## config.mk

```make
export PLATFORM = sky130hd
export DESIGN_NAME = axi_lite_seq_master
export DESIGN_NICKNAME = d
export VERILOG_FILES = /design/src/rtl/axi_lite_pkg.sv /design/src/rtl/axi_lite_seq_master.sv
export SDC_FILE = /design/constraint.sdc
export NUM_CORES = 1
export LEC_CHECK = 0
export CAP_MARGIN = 20
export CORE_AREA = 10 10 71 103
export CTS_CLUSTER_DIAMETER = 150
export DETAILED_ROUTE_END_ITERATION = 8
export DIE_AREA = 0 0 81 113
export DONT_BUFFER_PORTS = 1
export PLACE_DENSITY_LB_ADDON = 0.15
export SYNTH_ARGS = -nofsm -noshare
export SYNTH_HDL_FRONTEND = slang
export SYNTH_SLANG_ARGS = --single-unit
export TNS_END_PERCENT = 5
```

## constraint.sdc

```tcl
create_clock -name clk -period 3.01 [get_ports clk]
set_input_delay 0.602 -clock clk [delete_from_list [all_inputs] [get_ports clk]]
set_output_delay 0.602 -clock clk [all_outputs]
set_load 0.01 [all_outputs]
```

## src/rtl/axi_lite_pkg.sv

```systemverilog
// ---------------------------------------------------------------------------
// axi_lite_pkg
//
// Shared definitions for the AXI4-Lite lab blocks:
//   resp_t       - AXI response codes carried on bresp/rresp
//   PROT_DEFAULT - protection bits driven on awprot/arprot
//   WSTRB_ALL    - write strobe that enables every byte lane of a word
//   seq_state_e  - states of the write-then-read-back master sequencer
// ---------------------------------------------------------------------------
package axi_lite_pkg;

    typedef enum logic [1:0] {
        OKAY   = 2'b00,
        EXOKAY = 2'b01,
        SLVERR = 2'b10,
        DECERR = 2'b11
    } resp_t;

    localparam logic [2:0] PROT_DEFAULT = 3'b000;
    localparam logic [3:0] WSTRB_ALL    = 4'hF;

    typedef enum logic [2:0] {
        IDLE,
        WR_ADDR_DATA,
        WR_RESP,
        RD_ADDR,
        RD_DATA,
        DONE
    } seq_state_e;

endpackage

```

## src/rtl/axi_lite_seq_master.sv

```systemverilog
// ---------------------------------------------------------------------------
// axi_lite_seq_master
//
// Self-contained AXI4-Lite master sequencer. A rising edge on init starts a
// sequence that writes NUM_TXN words (word i goes to address i*4 and carries
// DATA_BASE + i), then reads every word back and compares it with what was
// written. txn_done pulses for one cycle at the end; error is a sticky flag
// raised by any non-OKAY response or read-back mismatch and cleared by the
// next start. Only one AXI transaction is ever outstanding.
//
// Ports:
//   clk, reset                  clock and synchronous active-high reset
//   init                        start request (0->1 edge while idle)
//   txn_done                    one-cycle completion pulse
//   error                       sticky failure flag
//   awaddr/awprot/awvalid       write-address channel out, awready in
//   wdata/wstrb/wvalid          write-data channel out, wready in
//   bresp/bvalid in, bready out write-response channel
//   araddr/arprot/arvalid       read-address channel out, arready in
//   rdata/rresp/rvalid in       read-data channel, rready out
// ---------------------------------------------------------------------------
module axi_lite_seq_master
    import axi_lite_pkg::*;
#(
    parameter int                ADDR_W    = 6,
    parameter int                DATA_W    = 32,
    parameter int                NUM_TXN   = 4,
    parameter logic [DATA_W-1:0] DATA_BASE = 32'hA5A5_0000
) (
    input  logic              clk,
    input  logic              reset,
    input  logic              init,
    output logic              txn_done,
    output logic              error,

    output logic [ADDR_W-1:0] awaddr,
    output logic [2:0]        awprot,
    output logic              awvalid,
    input  logic              awready,

    output logic [DATA_W-1:0] wdata,
    output logic [3:0]        wstrb,
    output logic              wvalid,
    input  logic              wready,

    input  logic [1:0]        bresp,
    input  logic              bvalid,
    output logic              bready,

    output logic [ADDR_W-1:0] araddr,
    output logic [2:0]        arprot,
    output logic              arvalid,
    input  logic              arready,

    input  logic [DATA_W-1:0] rdata,
    input  logic [1:0]        rresp,
    input  logic              rvalid,
    output logic              rready
);

    // One extra bit over what NUM_TXN-1 needs keeps idx+1 from overflowing
    // even at the last word.
    localparam int                IDX_W    = $clog2(NUM_TXN) + 1;
    localparam logic [IDX_W-1:0] LAST_IDX = IDX_W'(NUM_TXN - 1);

    seq_state_e       state;
    logic [IDX_W-1:0] idx;
    logic             init_q;

    // Byte address of word i; words are 32-bit so the index is shifted by two.
    function automatic logic [ADDR_W-1:0] word_addr(input logic [IDX_W-1:0] i);
        return ADDR_W'({i, 2'b00});
    endfunction

    // Pattern written to (and expected back from) word i.
    function automatic logic [DATA_W-1:0] word_data(input logic [IDX_W-1:0] i);
        return DATA_BASE + DATA_W'(i);
    endfunction

    assign awprot = PROT_DEFAULT;
    assign arprot = PROT_DEFAULT;

    // The whole sequencer lives in one clocked block so that every bus output
    // is a flop: valids and readies never depend combinationally on the
    // slave's signals. Each state both waits for its handshake and, when it
    // leaves, preloads the payload and valid of the state it enters, so a
    // ready-always slave costs one cycle per channel.
    always_ff @(posedge clk) begin
        if (reset) begin
            state    <= IDLE;
            idx      <= '0;
            init_q   <= 1'b0;
            txn_done <= 1'b0;
            error    <= 1'b0;
            awaddr   <= '0;
            awvalid  <= 1'b0;
            wdata    <= '0;
            wstrb    <= '0;
            wvalid   <= 1'b0;
            bready   <= 1'b0;
            araddr   <= '0;
            arvalid  <= 1'b0;
            rready   <= 1'b0;
        end else begin
            init_q   <= init;
            txn_done <= 1'b0;

            case (state)
                IDLE: begin
                    // Only a fresh 0->1 edge starts; holding init high does not
                    // retrigger because init_q is already 1 by the time we
                    // come back to IDLE.
                    if (init && !init_q) begin
                        state   <= WR_ADDR_DATA;
                        idx     <= '0;
                        error   <= 1'b0;
                        awaddr  <= word_addr('0);
                        wdata   <= word_data('0);
                        wstrb   <= WSTRB_ALL;
                        awvalid <= 1'b1;
                        wvalid  <= 1'b1;
                    end
                end

                WR_ADDR_DATA: begin
                    // Both valids entered high together, so a low valid here
                    // means that channel's handshake already happened.
                    if (awvalid && awready) begin
                        awvalid <= 1'b0;
                    end
                    if (wvalid && wready) begin
                        wvalid <= 1'b0;
                    end
                    if ((!awvalid || awready) && (!wvalid || wready)) begin
                        state  <= WR_RESP;
                        bready <= 1'b1;
                    end
                end

                WR_RESP: begin
                    if (bvalid) begin
                        bready <= 1'b0;
                        if (resp_t'(bresp) != OKAY) begin
                            error <= 1'b1;
                        end
                        if (idx == LAST_IDX) begin
                            idx     <= '0;
                            state   <= RD_ADDR;
                            araddr  <= word_addr('0);
                            arvalid <= 1'b1;
                        end else begin
                            idx     <= idx + 1'b1;
                            state   <= WR_ADDR_DATA;
                            awaddr  <= word_addr(idx + 1'b1);
                            wdata   <= word_data(idx + 1'b1);
                            awvalid <= 1'b1;
                            wvalid  <= 1'b1;
                        end
                    end
                end

                RD_ADDR: begin
                    if (arready) begin
                        arvalid <= 1'b0;
                        rready  <= 1'b1;
                        state   <= RD_DATA;
                    end
                end

                RD_DATA: begin
                    if (rvalid) begin
                        rready <= 1'b0;
                        if (resp_t'(rresp) != OKAY || rdata != word_data(idx)) begin
                            error <= 1'b1;
                        end
                        if (idx == LAST_IDX) begin
                            state    <= DONE;
                            txn_done <= 1'b1;
                        end else begin
                            idx     <= idx + 1'b1;
                            state   <= RD_ADDR;
                            araddr  <= word_addr(idx + 1'b1);
                            arvalid <= 1'b1;
                        end
                    end
                end

                DONE: begin
                    // txn_done was raised on entry and the default above
                    // drops it again, giving exactly one cycle.
                    state <= IDLE;
                end

                default: begin
                    state <= IDLE;
                end
            endcase
        end
    end

endmodule

```

==> flow_summary_export.csv <==
group,metric,value,unit
status,status,"finished clean",
sta,drv_slew,0,
flow_run,max_cap_violations,0,
critical_path,cp.required,3.17,ns
grt,grt.total_usage,9.61,%
synth,syn_area_per_cell,8.53,um2
sta,hold_viol,0,
clocking,tritoncts,"built",
synth,synth.distinct_cells,53,
clocking,post-cts-setup-buffers,0,
cells_and_area,finish.instance_area,1510,um2
synth,synth_cells,193,
placement,dp_hpwl,3740,um
die,die_width,81,um
route,drtIter0Drc,55,
clocking,cts_sinks,22,
placement,place_area,1450,um2
grt,first_global_vias,1198,
grt,grt_overflow_total,0,
sta,period_share,62.5,%
route,drc,0,
die,die_area,9150,um2
synth,synth-edff-count,0,
synth,yosys_warnings,0,
sta,tns,0,ns
clocking,h-tree-depth,1,
die,die_h,113,um
route,drt-pass1-iter-count,4,
cells_and_area,diodes,0,
sta,fmax,532,MHz
critical_path,endpoint_kind,"flop",
critical_path,critical_path_class,"flop to flop",
synth,synthFlopType,"dfxtp_1",
cells_and_area,seq_area,440,um2
sta,slew_headroom,44.0,%
clocking,clk_latency,0.27,ns
sta,finalCriticalPeriod,1.88,ns
route,dr_total_vias,1145,
grt,antenna_found_initial,0,
placement,port_buffers,0,
cells_and_area,fillCellCount,622,
placement,gp_congestion,0.759,
cells_and_area,finish.utilization,27.7,%
grt,grt_max_degree,23,
synth,async_flop_share,0,%
synth,ys_seq_area_share,26.8,%
die,design.core.area,5450,um2
clocking,cts_buffers,3,
route,routed_via_density,4.69,
sta,setup_violations,0,
die,fp-row-count,33,
power,ir_worst_vdd,0.123,mV
die,io_pins,105,
clocking,cts-root-buf,"clkbuf_8",
critical_path,arrival,2.04,ns
cells_and_area,syn_to_final_growth,-8.29,%
cells_and_area,nNetsFinal,222,
worst_hold_path,hold_class,"primary input to flop",
die,start_util,30.2,%
critical_path,cp_max_fo,20,
cells_and_area,multiInputGateArea,900,um2
clocking,clk_path_buf_depth,2,
route,wl_per_cell,18.6,um
route,routed_wirelength,4540,um
clocking,cts_resized,0,
route,antenna_left,0,
sta,hold_slack,0.392,ns
clocking,clk_pin_slew,0.08,ns
sta,rsz0062_at_grt,"false",
critical_path,worstSetupStartpointType,"flop",
sta,skew,0.00330,ns
cells_and_area,most-common-layout-cells,"33 x conb_1, 22 x dfxtp_1, 16 x nor2_1",
cells_and_area,drive_gt1_share,6.90,%
grt,grt_pass1_wl,6760,um
critical_path,rrSetupSlack,1.13,ns
synth,synth-seq-cells,22,
power,powerDensity,459,nW/um2
synth,synth_area,1650,um2
power,p_total,0.692,mW
clocking,cts_hold_buf,0,
cells_and_area,final_common_cell,"conb_1",
power,leakage,0.579,nW
sta,tightest_slew,0.839,ns
## worst max-delay path, cell delays in order (launching register included)
cell and delay, ns:
dfxtp_1 0.78, nor3b_2 0.45, nand4_1 0.19, o31ai_1 0.28, nor3_1 0.06
## path summary, 6_finish.rpt
kind / endpoint / from / cells past startpoint
hold / removal: idx[2]$_SDFFE_PP0P_ / reset / 1
setup / recovery: error$_SDFFE_PP0P_ / state[2]$_SDFFE_PP0P_ / 4
setup reg to reg: error$_SDFFE_PP0P_ / state[2]$_SDFFE_PP0P_ / 4
hold reg to reg: bready$_SDFFE_PP0P_ / bready$_SDFFE_PP0P_ / 2
## Yosys cell counts (2+ instances only)
library cell / number / area (um2)
buf_4: 48 / 360
dfxtp_1: 22 / 440
nor2_1: 16 / 60.1
a21oi_1: 9 / 45.0
inv_1: 7 / 26.3
nor3_1: 7 / 35.0
nor2b_1: 6 / 37.5
buf_2: 4 / 20.0
mux2i_1: 4 / 40.0
nand2_1: 4 / 15.0
nand2b_1: 4 / 25.0
nand4_1: 4 / 25.0
ha_1: 3 / 37.5
nor4_1: 3 / 18.8
nor4bb_1: 3 / 30.0
o31ai_1: 3 / 22.5
xnor2_1: 3 / 26.3
a211oi_1: 2 / 15.0
and3b_1: 2 / 17.5
clkbuf_1: 2 / 7.51
nor3b_1: 2 / 15.0
nor4b_1: 2 / 17.5
o21ai_0: 2 / 10.0
o22ai_1: 2 / 12.5
## cell families (layout without fill, tap and decap cells)
group / Yosys count / count (layout) / synth area share, %
buffers and inverters: 62 / 11 / 25.9
AND/OR/NAND/NOR: 63 / 63 / 24.3
adder cells (fa/ha/maj): 3 / 3 / 2.28
flip-flops: 22 / 22 / 26.8
other: 1 / 33 / 0.228
AO/OA/AOI/OAI: 33 / 33 / 15.3
XOR/XNOR: 4 / 4 / 2.13
multiplexers: 5 / 5 / 3.12
## metal layers
metal,vias to the layer above,global-route usage [%],routed length (um),part of all wire (%)
li1,558,-,-,-
met5,-,0,0,0
met2,44,17.8,2480,55
met3,7,2.77,403,8.9
met4,0,4.40,88,1.9
met1,536,9.38,1570,35
## registers in the layout, summed over array words and instances, names as in the netlist
| signal | cells |
|---|---|
| error | 1 |
| araddr | 3 |
| txn_done | 1 |
| rready | 1 |
| awaddr | 2 |
| init_q | 1 |
| bready | 1 |
| wvalid | 1 |
| idx | 3 |
| wdata | 2 |
| arvalid | 1 |
| state | 3 |
| awvalid | 1 |
| wstrb | 1 |
## stage by stage
step	worst slack (ns)	instances
floorplan	1.38	225
global placement	1.16	240
detailed placement	1.13	240
CTS	1.12	244
global route	0.958	244
finish	1.13	244
## layout make-up
type | instances | area share, %
multi-input cells | 141 | 59.6
inverters | 7 | 1.74
clock buffers | 4 | 3.65
well taps | 70 | 5.80
flip-flops and latches | 22 | 29.2
## report_power, final
group          internal (mW)  total (mW)  switching, mW
clock network          0.117       0.222          0.105
registers              0.308       0.357         0.0487
logic                 0.0474       0.114         0.0663
Note: power is estimated with default switching activity, not from simulation.
